--- src/rtl/dmem_lsu_if.sv ---
// dmem_lsu_if: core request/response and word-memory port bundle for the load/store unit
`ifndef WORD_WIDTH
`define WORD_WIDTH 32
`endif
interface dmem_lsu_if #(parameter int W = `WORD_WIDTH);
  logic         req_valid;
  logic         req_ready;
  logic         req_we;
  logic [1:0]   req_size;
  logic         req_signed;
  logic [W-1:0] req_addr;
  logic [W-1:0] req_wdata;
  logic         resp_valid;
  logic [W-1:0] resp_rdata;
  logic         resp_err;
  logic         mem_read_en;
  logic [W-1:0] mem_read_addr;
  logic [W-1:0] mem_read_data;
  logic         mem_write_en;
  logic [W-1:0] mem_write_addr;
  logic [W-1:0] mem_write_data;
  modport master (
    input  req_valid, req_we, req_size, req_signed, req_addr, req_wdata, mem_read_data,
    output req_ready, resp_valid, resp_rdata, resp_err,
           mem_read_en, mem_read_addr, mem_write_en, mem_write_addr, mem_write_data
  );
  modport slave (
    output req_valid, req_we, req_size, req_signed, req_addr, req_wdata, mem_read_data,
    input  req_ready, resp_valid, resp_rdata, resp_err,
           mem_read_en, mem_read_addr, mem_write_en, mem_write_addr, mem_write_data
  );
endinterface

--- src/rtl/dmem_lsu.sv ---
// dmem_lsu: load/store unit with sub-word read-modify-write; define LSU_ALIGN_CHECK_EN to trap misaligned accesses
`ifndef WORD_WIDTH
`define WORD_WIDTH 32
`endif
module dmem_lsu #(
  parameter int W          = `WORD_WIDTH,
  parameter bit LITTLE_END = 1'b1
) (
  input logic       clk,
  input logic       rst,
  dmem_lsu_if.master bus
);
  typedef enum logic [2:0] {
    IDLE, LOAD, MERGE, WR, RESP
`ifdef LSU_ALIGN_CHECK_EN
    , ERR
`endif
  } state_t;
  state_t       r_state;
  logic [1:0]   r_addr;
  logic [1:0]   r_size;
  logic         r_signed;
  logic [15:0]  r_wdata;
  logic [W-3:0] r_word_addr;
  logic         r_resp_valid;
  logic         r_resp_err;
  logic [W-1:0] r_resp_rdata;
  logic         r_mem_read_en;
  logic         r_mem_write_en;
  logic [W-1:0] r_mem_write_data;
  logic [1:0]   w_byte_sel;
  logic         w_half_sel;
  logic [7:0]   w_byte;
  logic [15:0]  w_half;
  logic [W-1:0] w_load;
  logic [W-1:0] w_merged;
  logic         w_misalign;
  assign bus.req_ready      = !rst && r_state == IDLE;
  assign bus.resp_valid     = r_resp_valid;
  assign bus.resp_err       = r_resp_err;
  assign bus.resp_rdata     = r_resp_rdata;
  assign bus.mem_read_en    = r_mem_read_en;
  assign bus.mem_write_en   = r_mem_write_en;
  assign bus.mem_read_addr  = {r_word_addr, 2'b00};
  assign bus.mem_write_addr = {r_word_addr, 2'b00};
  assign bus.mem_write_data = r_mem_write_data;
  // Lane numbering follows memory bit order, so big-endian flips the byte index
  assign w_byte_sel = LITTLE_END ? r_addr : ~r_addr;
  assign w_half_sel = LITTLE_END ? r_addr[1] : ~r_addr[1];
  assign w_byte     = bus.mem_read_data[{w_byte_sel, 3'b000} +: 8];
  assign w_half     = bus.mem_read_data[{w_half_sel, 4'b0000} +: 16];
  assign w_load     = r_size == 2'b00 ? {{(W-8){r_signed & w_byte[7]}}, w_byte} :
                      r_size == 2'b01 ? {{(W-16){r_signed & w_half[15]}}, w_half} :
                      bus.mem_read_data;
  always_comb begin
    w_merged = bus.mem_read_data;
    if (r_size == 2'b00)
      w_merged[{w_byte_sel, 3'b000} +: 8] = r_wdata[7:0];
    else
      w_merged[{w_half_sel, 4'b0000} +: 16] = r_wdata;
  end
`ifdef LSU_ALIGN_CHECK_EN
  assign w_misalign = (bus.req_size == 2'b01 && bus.req_addr[0]) ||
                      (bus.req_size[1] && |bus.req_addr[1:0]);
`else
  assign w_misalign = 1'b0;
`endif
  always_ff @(posedge clk or posedge rst) begin
    if (rst) begin
      r_state          <= IDLE;
      r_addr           <= '0;
      r_size           <= '0;
      r_signed         <= 1'b0;
      r_wdata          <= '0;
      r_word_addr      <= '0;
      r_resp_valid     <= 1'b0;
      r_resp_err       <= 1'b0;
      r_resp_rdata     <= '0;
      r_mem_read_en    <= 1'b0;
      r_mem_write_en   <= 1'b0;
      r_mem_write_data <= '0;
    end else begin
      r_resp_valid   <= 1'b0;
      r_resp_err     <= 1'b0;
      r_mem_read_en  <= 1'b0;
      r_mem_write_en <= 1'b0;
      case (r_state)
        IDLE: if (bus.req_valid) begin
          r_addr       <= bus.req_addr[1:0];
          r_size       <= bus.req_size;
          r_signed     <= bus.req_signed;
          r_wdata      <= bus.req_wdata[15:0];
          r_word_addr  <= bus.req_addr[W-1:2];
          r_resp_rdata <= '0;
`ifdef LSU_ALIGN_CHECK_EN
          if (w_misalign) begin
            r_state      <= ERR;
            r_resp_valid <= 1'b1;
            r_resp_err   <= 1'b1;
          end else
`endif
          if (!bus.req_we) begin
            r_state       <= LOAD;
            r_mem_read_en <= 1'b1;
          end else if (bus.req_size[1]) begin
            r_state          <= WR;
            r_mem_write_en   <= 1'b1;
            r_mem_write_data <= bus.req_wdata;
          end else begin
            r_state       <= MERGE;
            r_mem_read_en <= 1'b1;
          end
        end
        LOAD: begin
          r_resp_rdata <= w_load;
          r_resp_valid <= 1'b1;
          r_state      <= RESP;
        end
        MERGE: begin
          r_mem_write_data <= w_merged;
          r_mem_write_en   <= 1'b1;
          r_state          <= WR;
        end
        WR: begin
          r_resp_valid <= 1'b1;
          r_state      <= RESP;
        end
        default: r_state <= IDLE;
      endcase
    end
  end
  logic w_unused;
  assign w_unused = w_misalign;
endmodule
--- src/flat_wrapper.sv ---
// flat-port wrapper written by rule: the top's interface ports become plain ports
module dmem_lsu_flat 
#(
  parameter int W          = `WORD_WIDTH,
  parameter bit LITTLE_END = 1'b1
)
  (clk, rst, bus_req_valid, bus_req_we, bus_req_size, bus_req_signed, bus_req_addr, bus_req_wdata, bus_mem_read_data, bus_req_ready, bus_resp_valid, bus_resp_rdata, bus_resp_err, bus_mem_read_en, bus_mem_read_addr, bus_mem_write_en, bus_mem_write_addr, bus_mem_write_data);
  dmem_lsu_if #(.W(W)) bus_i ();
  input logic clk;
  input logic rst;
  input wire logic [$bits(bus_i.req_valid)-1:0] bus_req_valid;
  input wire logic [$bits(bus_i.req_we)-1:0] bus_req_we;
  input wire logic [$bits(bus_i.req_size)-1:0] bus_req_size;
  input wire logic [$bits(bus_i.req_signed)-1:0] bus_req_signed;
  input wire logic [$bits(bus_i.req_addr)-1:0] bus_req_addr;
  input wire logic [$bits(bus_i.req_wdata)-1:0] bus_req_wdata;
  input wire logic [$bits(bus_i.mem_read_data)-1:0] bus_mem_read_data;
  output wire logic [$bits(bus_i.req_ready)-1:0] bus_req_ready;
  output wire logic [$bits(bus_i.resp_valid)-1:0] bus_resp_valid;
  output wire logic [$bits(bus_i.resp_rdata)-1:0] bus_resp_rdata;
  output wire logic [$bits(bus_i.resp_err)-1:0] bus_resp_err;
  output wire logic [$bits(bus_i.mem_read_en)-1:0] bus_mem_read_en;
  output wire logic [$bits(bus_i.mem_read_addr)-1:0] bus_mem_read_addr;
  output wire logic [$bits(bus_i.mem_write_en)-1:0] bus_mem_write_en;
  output wire logic [$bits(bus_i.mem_write_addr)-1:0] bus_mem_write_addr;
  output wire logic [$bits(bus_i.mem_write_data)-1:0] bus_mem_write_data;
  assign bus_i.req_valid = bus_req_valid;
  assign bus_i.req_we = bus_req_we;
  assign bus_i.req_size = bus_req_size;
  assign bus_i.req_signed = bus_req_signed;
  assign bus_i.req_addr = bus_req_addr;
  assign bus_i.req_wdata = bus_req_wdata;
  assign bus_i.mem_read_data = bus_mem_read_data;
  assign bus_req_ready = bus_i.req_ready;
  assign bus_resp_valid = bus_i.resp_valid;
  assign bus_resp_rdata = bus_i.resp_rdata;
  assign bus_resp_err = bus_i.resp_err;
  assign bus_mem_read_en = bus_i.mem_read_en;
  assign bus_mem_read_addr = bus_i.mem_read_addr;
  assign bus_mem_write_en = bus_i.mem_write_en;
  assign bus_mem_write_addr = bus_i.mem_write_addr;
  assign bus_mem_write_data = bus_i.mem_write_data;
  dmem_lsu #(.W(W), .LITTLE_END(LITTLE_END)) u_core (.clk(clk), .rst(rst), .bus(bus_i));
endmodule
--- config.mk ---
export PLATFORM = sky130hd
export DESIGN_NAME = dmem_lsu_flat
export DESIGN_NICKNAME = d
export VERILOG_FILES = /design/src/rtl/dmem_lsu_if.sv /design/src/rtl/dmem_lsu.sv /design/src/flat_wrapper.sv
export SDC_FILE = /design/constraint.sdc
export NUM_CORES = 1
export LEC_CHECK = 0
export CAP_MARGIN = 0
export CELL_PAD_IN_SITES_DETAIL_PLACEMENT = 0
export CELL_PAD_IN_SITES_GLOBAL_PLACEMENT = 1
export CORE_UTILIZATION = 34
export CTS_CLUSTER_DIAMETER = 80
export CTS_CLUSTER_SIZE = 14
export DETAILED_ROUTE_END_ITERATION = 10
export PLACE_DENSITY_LB_ADDON = 0.1
export SKIP_CTS_REPAIR_TIMING = 1
export SLEW_MARGIN = 20
export SYNTH_ARGS = -nofsm -noshare
export SYNTH_HDL_FRONTEND = slang
export SYNTH_SLANG_ARGS = --single-unit
--- constraint.sdc ---
create_clock -name clk -period 5.5 [get_ports clk]
set_clock_uncertainty 0.05 [all_clocks]
set_input_delay 0.825 -clock clk [delete_from_list [all_inputs] [get_ports clk]]
set_output_delay 0.825 -clock clk [all_outputs]
set_load 0.01 [all_outputs]
==> impl_metrics.json <==
{
  "worst_setup_hold_path_clk_slew_ps": 60,
  "period_needed_ps": 3070,
  "num_vias": 5620,
  "num-fill-cells": 1639,
  "synthTopCellsByArea": "sky130_fd_sc_hd__dfrtp_1, sky130_fd_sc_hd__mux2_2, sky130_fd_sc_hd__mux2i_1",
  "synth-warning-count": 0,
  "cts.sinks": 121,
  "global_route_wire_length_before_repair_um": 33300,
  "grt.overflow.total": 0,
  "antennaDiodeCount": 0,
  "cts-buffers-inserted": 17,
  "fraction_of_layout_cells_with_a_size_suffix_above_1_pct": 13.3,
  "initial_antenna_violation_count": 0,
  "maximum_number_of_pins_on_one_net_before_global_route_repair": 56,
  "outcome": "completed",
  "grt_setup_unrepaired": "false",
  "timing.final.crit_share_pct": 55.9,
  "dpl.hpwl_um": 15800,
  "hold_viol_final": 0,
  "dr_wl_met2_um": 10900,
  "ir_worst_vdd_mv": 0.318,
  "routed.top_layer": "met4",
  "cts_tree": "done",
  "vias_per_cell": 5.40,
  "worst_min_delay_path_category": "reg -> reg",
  "drt_pass1_iterations": 5,
  "effective_utilization_at_floorplan_pct": 35.3,
  "setup.worst_path.end_class": "flop",
  "rows": 49,
  "critPathLaunchType": "flop",
  "timing_worst_slew_pin_value_ps": 1020,
  "netlist_top_cells_count": "sky130_fd_sc_hd__dfrtp_1, sky130_fd_sc_hd__nand2_1, sky130_fd_sc_hd__mux2_2, sky130_fd_sc_hd__o21ai_0, sky130_fd_sc_hd__buf_4",
  "fmaxAchievable_mhz": 325,
  "layout.nets": 908,
  "layoutNonFillerInstCount": 1041,
  "netlist_area_sq_um": 6420,
  "ys_async_sr_fraction_pct": 100,
  "top_ports": 236,
  "synthDominantCellAreaShare_pct": 47.2,
  "critPathRequiredTime_ps": 5690,
  "die-area_sq_um": 19400,
  "detailroute.wirelength.met3_um": 1500,
  "timing.hold.ws_ps": 437,
  "power.leakage_nw": 3.77,
  "area.growth.synth_to_final_pct": 43.8,
  "buffer_ports.inserted": 230,
  "clockBufferDepth": 2,
  "fp.dieH_um": 139,
  "wl_met1_um": 8850,
  "pwr_density_cell_nw_per_um2": 615,
  "design.core.area_sq_um": 18200,
  "via_count_of_the_first_global_routing_pass": 5752,
  "number_of_enable_type_register_cells_in_the_synthesized_netlist": 0,
  "wl_per_cell_um": 20.8,
  "clockRootBuffer": "sky130_fd_sc_hd__clkbuf_16",
  "clk_latency_ps": 420,
  "holdPathStages": 1,
  "grt_usage_pct": 22.7,
  "synthDominantAreaCellType": "sky130_fd_sc_hd__dfrtp_1",
  "crit_path_max_fanout": 47,
  "avgSynthCellArea_sq_um": 10.3,
  "wl_um": 21600,
  "slew-limit-headroom_pct": 31.9,
  "fp.dieW_um": 139,
  "critical_path_arrival_ps": 3260,
  "post-place-cells": 1010,
  "r2r_cells": 6,
  "ys.flop_type": "sky130_fd_sc_hd__dfrtp_1",
  "mapped_cells": 622,
  "worstSetupPathType": "reg -> reg",
  "final.setup.tns_ps": 0,
  "drtIter0Drc": 322,
  "timing.final.max_slew_violations": 0,
  "multiInputGateArea_sq_um": 2860,
  "synth_most_common_cell": "sky130_fd_sc_hd__dfrtp_1",
  "cts-htree-levels": 4,
  "seq_area_frac_synth_pct": 47.2,
  "detail_route.drc_violations": 0,
  "postSynthRegisterBits": 121,
  "cap_violations": 0,
  "setup_viol_count_final": 0,
  "synth_cell_types": 44,
  "gpl.final_weighted_congestion": 0.877,
  "ant_nets": 0,
  "area_used_by_sequential_logic_in_the_layout_sq_um": 3030
}
layout by cell type (no fill, tap or decap), drive strengths merged, types with 10 or more instances in the layout:
cell type,synthesis,layout
nor2b,21,21
nand2,86,86
a221oi,24,24
a21oi,11,11
mux2i,33,33
inv,21,21
nand3,10,10
dfrtp,121,121
a31oi,32,32
clkbuf,24,21
mux2,55,55
clkdlybuf4s50,0,230
o2bb2ai,16,16
o21ai,43,43
cell families after synthesis:
logic type | Yosys count | synth area share (%)
compound gates | 164 | 18.2
buf+inv | 103 | 8.67
flops | 121 | 47.2
fa+ha+maj | 5 | 0.975
other cells | 1 | 0.0584
mux | 88 | 14.8
simple gates | 140 | 10.1
per-layer routing:
layer | vias up | global-route usage (%)
met5 | - | 0
met2 | 231 | 38.6
met1 | 2791 | 27.2
met3 | 25 | 6.54
met4 | 0 | 8.19
li1 | 2573 | -
registers in the layout, indices dropped and copies added (netlist names):
name,cells
u_core.bus.mem_write_data,32
u_core.bus.resp_rdata,32
u_core.r_word_addr,30
u_core.r_wdata,16
u_core.r_state,3
u_core.r_addr,2
u_core.r_size,2
u_core.bus.mem_read_en,1
u_core.bus.mem_write_en,1
u_core.bus.resp_valid,1
u_core.r_signed,1
path summary, 6_finish.rpt:
kind | start | endpoint | slack, ps
hold / removal | u_core.bus.resp_rdata[28]$_DFFE_PP0P_ | u_core.bus.resp_rdata[28]$_DFFE_PP0P_ | 440
setup / recovery | u_core.r_addr[1]$_DFFE_PP0P_ | u_core.bus.mem_write_data[4]$_DFFE_PP0P_ | 2430
hold reg to reg | u_core.bus.resp_rdata[28]$_DFFE_PP0P_ | u_core.bus.resp_rdata[28]$_DFFE_PP0P_ | 440
setup reg to reg | u_core.r_addr[1]$_DFFE_PP0P_ | u_core.bus.mem_write_data[4]$_DFFE_PP0P_ | 2430
max in group asynchronous | rst | u_core.bus.resp_rdata[19]$_DFFE_PP0P_ | 3610
min in group asynchronous | rst | u_core.r_word_addr[6]$_DFFE_PP0P_ | 800
worst max-delay path: stages, from the launching register on:
cell,delay [ps]
sky130_fd_sc_hd__dfrtp_2,1040
sky130_fd_sc_hd__inv_1,320
sky130_fd_sc_hd__ha_1,590
sky130_fd_sc_hd__nor2b_1,90
sky130_fd_sc_hd__a32o_1,380
sky130_fd_sc_hd__a221oi_1,320
sky130_fd_sc_hd__a31oi_1,90
power breakdown:
group / internal (mW) / total (mW) / switching [mW] / leakage (nW)
registers: 1.32 / 1.77 / 0.449 / 1.47
logic: 1.48 / 2.78 / 1.30 / 2.02
clock network: 0.712 / 1.13 / 0.417 / 0.287
final cells by class:
| cell class | count | area share [%] |
|---|---|---|
| tap | 229 | 3.11 |
| sequential | 121 | 32.8 |
| inverter | 21 | 0.881 |
| timing repair buffer | 237 | 25.7 |
| multi-input combinational | 402 | 31.0 |
| clock buffer | 21 | 5.21 |
| clock inverter | 10 | 1.29 |
metrics by stage:
stage	setup slack, ps	util, %	cell area (sq um)	total power, mW
2_1_floorplan	1410	-	6430	3.33
3_3_place_gp	2420	47.4	8620	4.51
3_5_place_dp	2330	47.4	8620	4.56
4_1_cts	2300	50.6	9220	5.73
5_1_grt	2190	50.7	9230	6.03
6_report	2430	50.7	9230	5.68
Note: power is estimated with default switching activity, not from simulation.
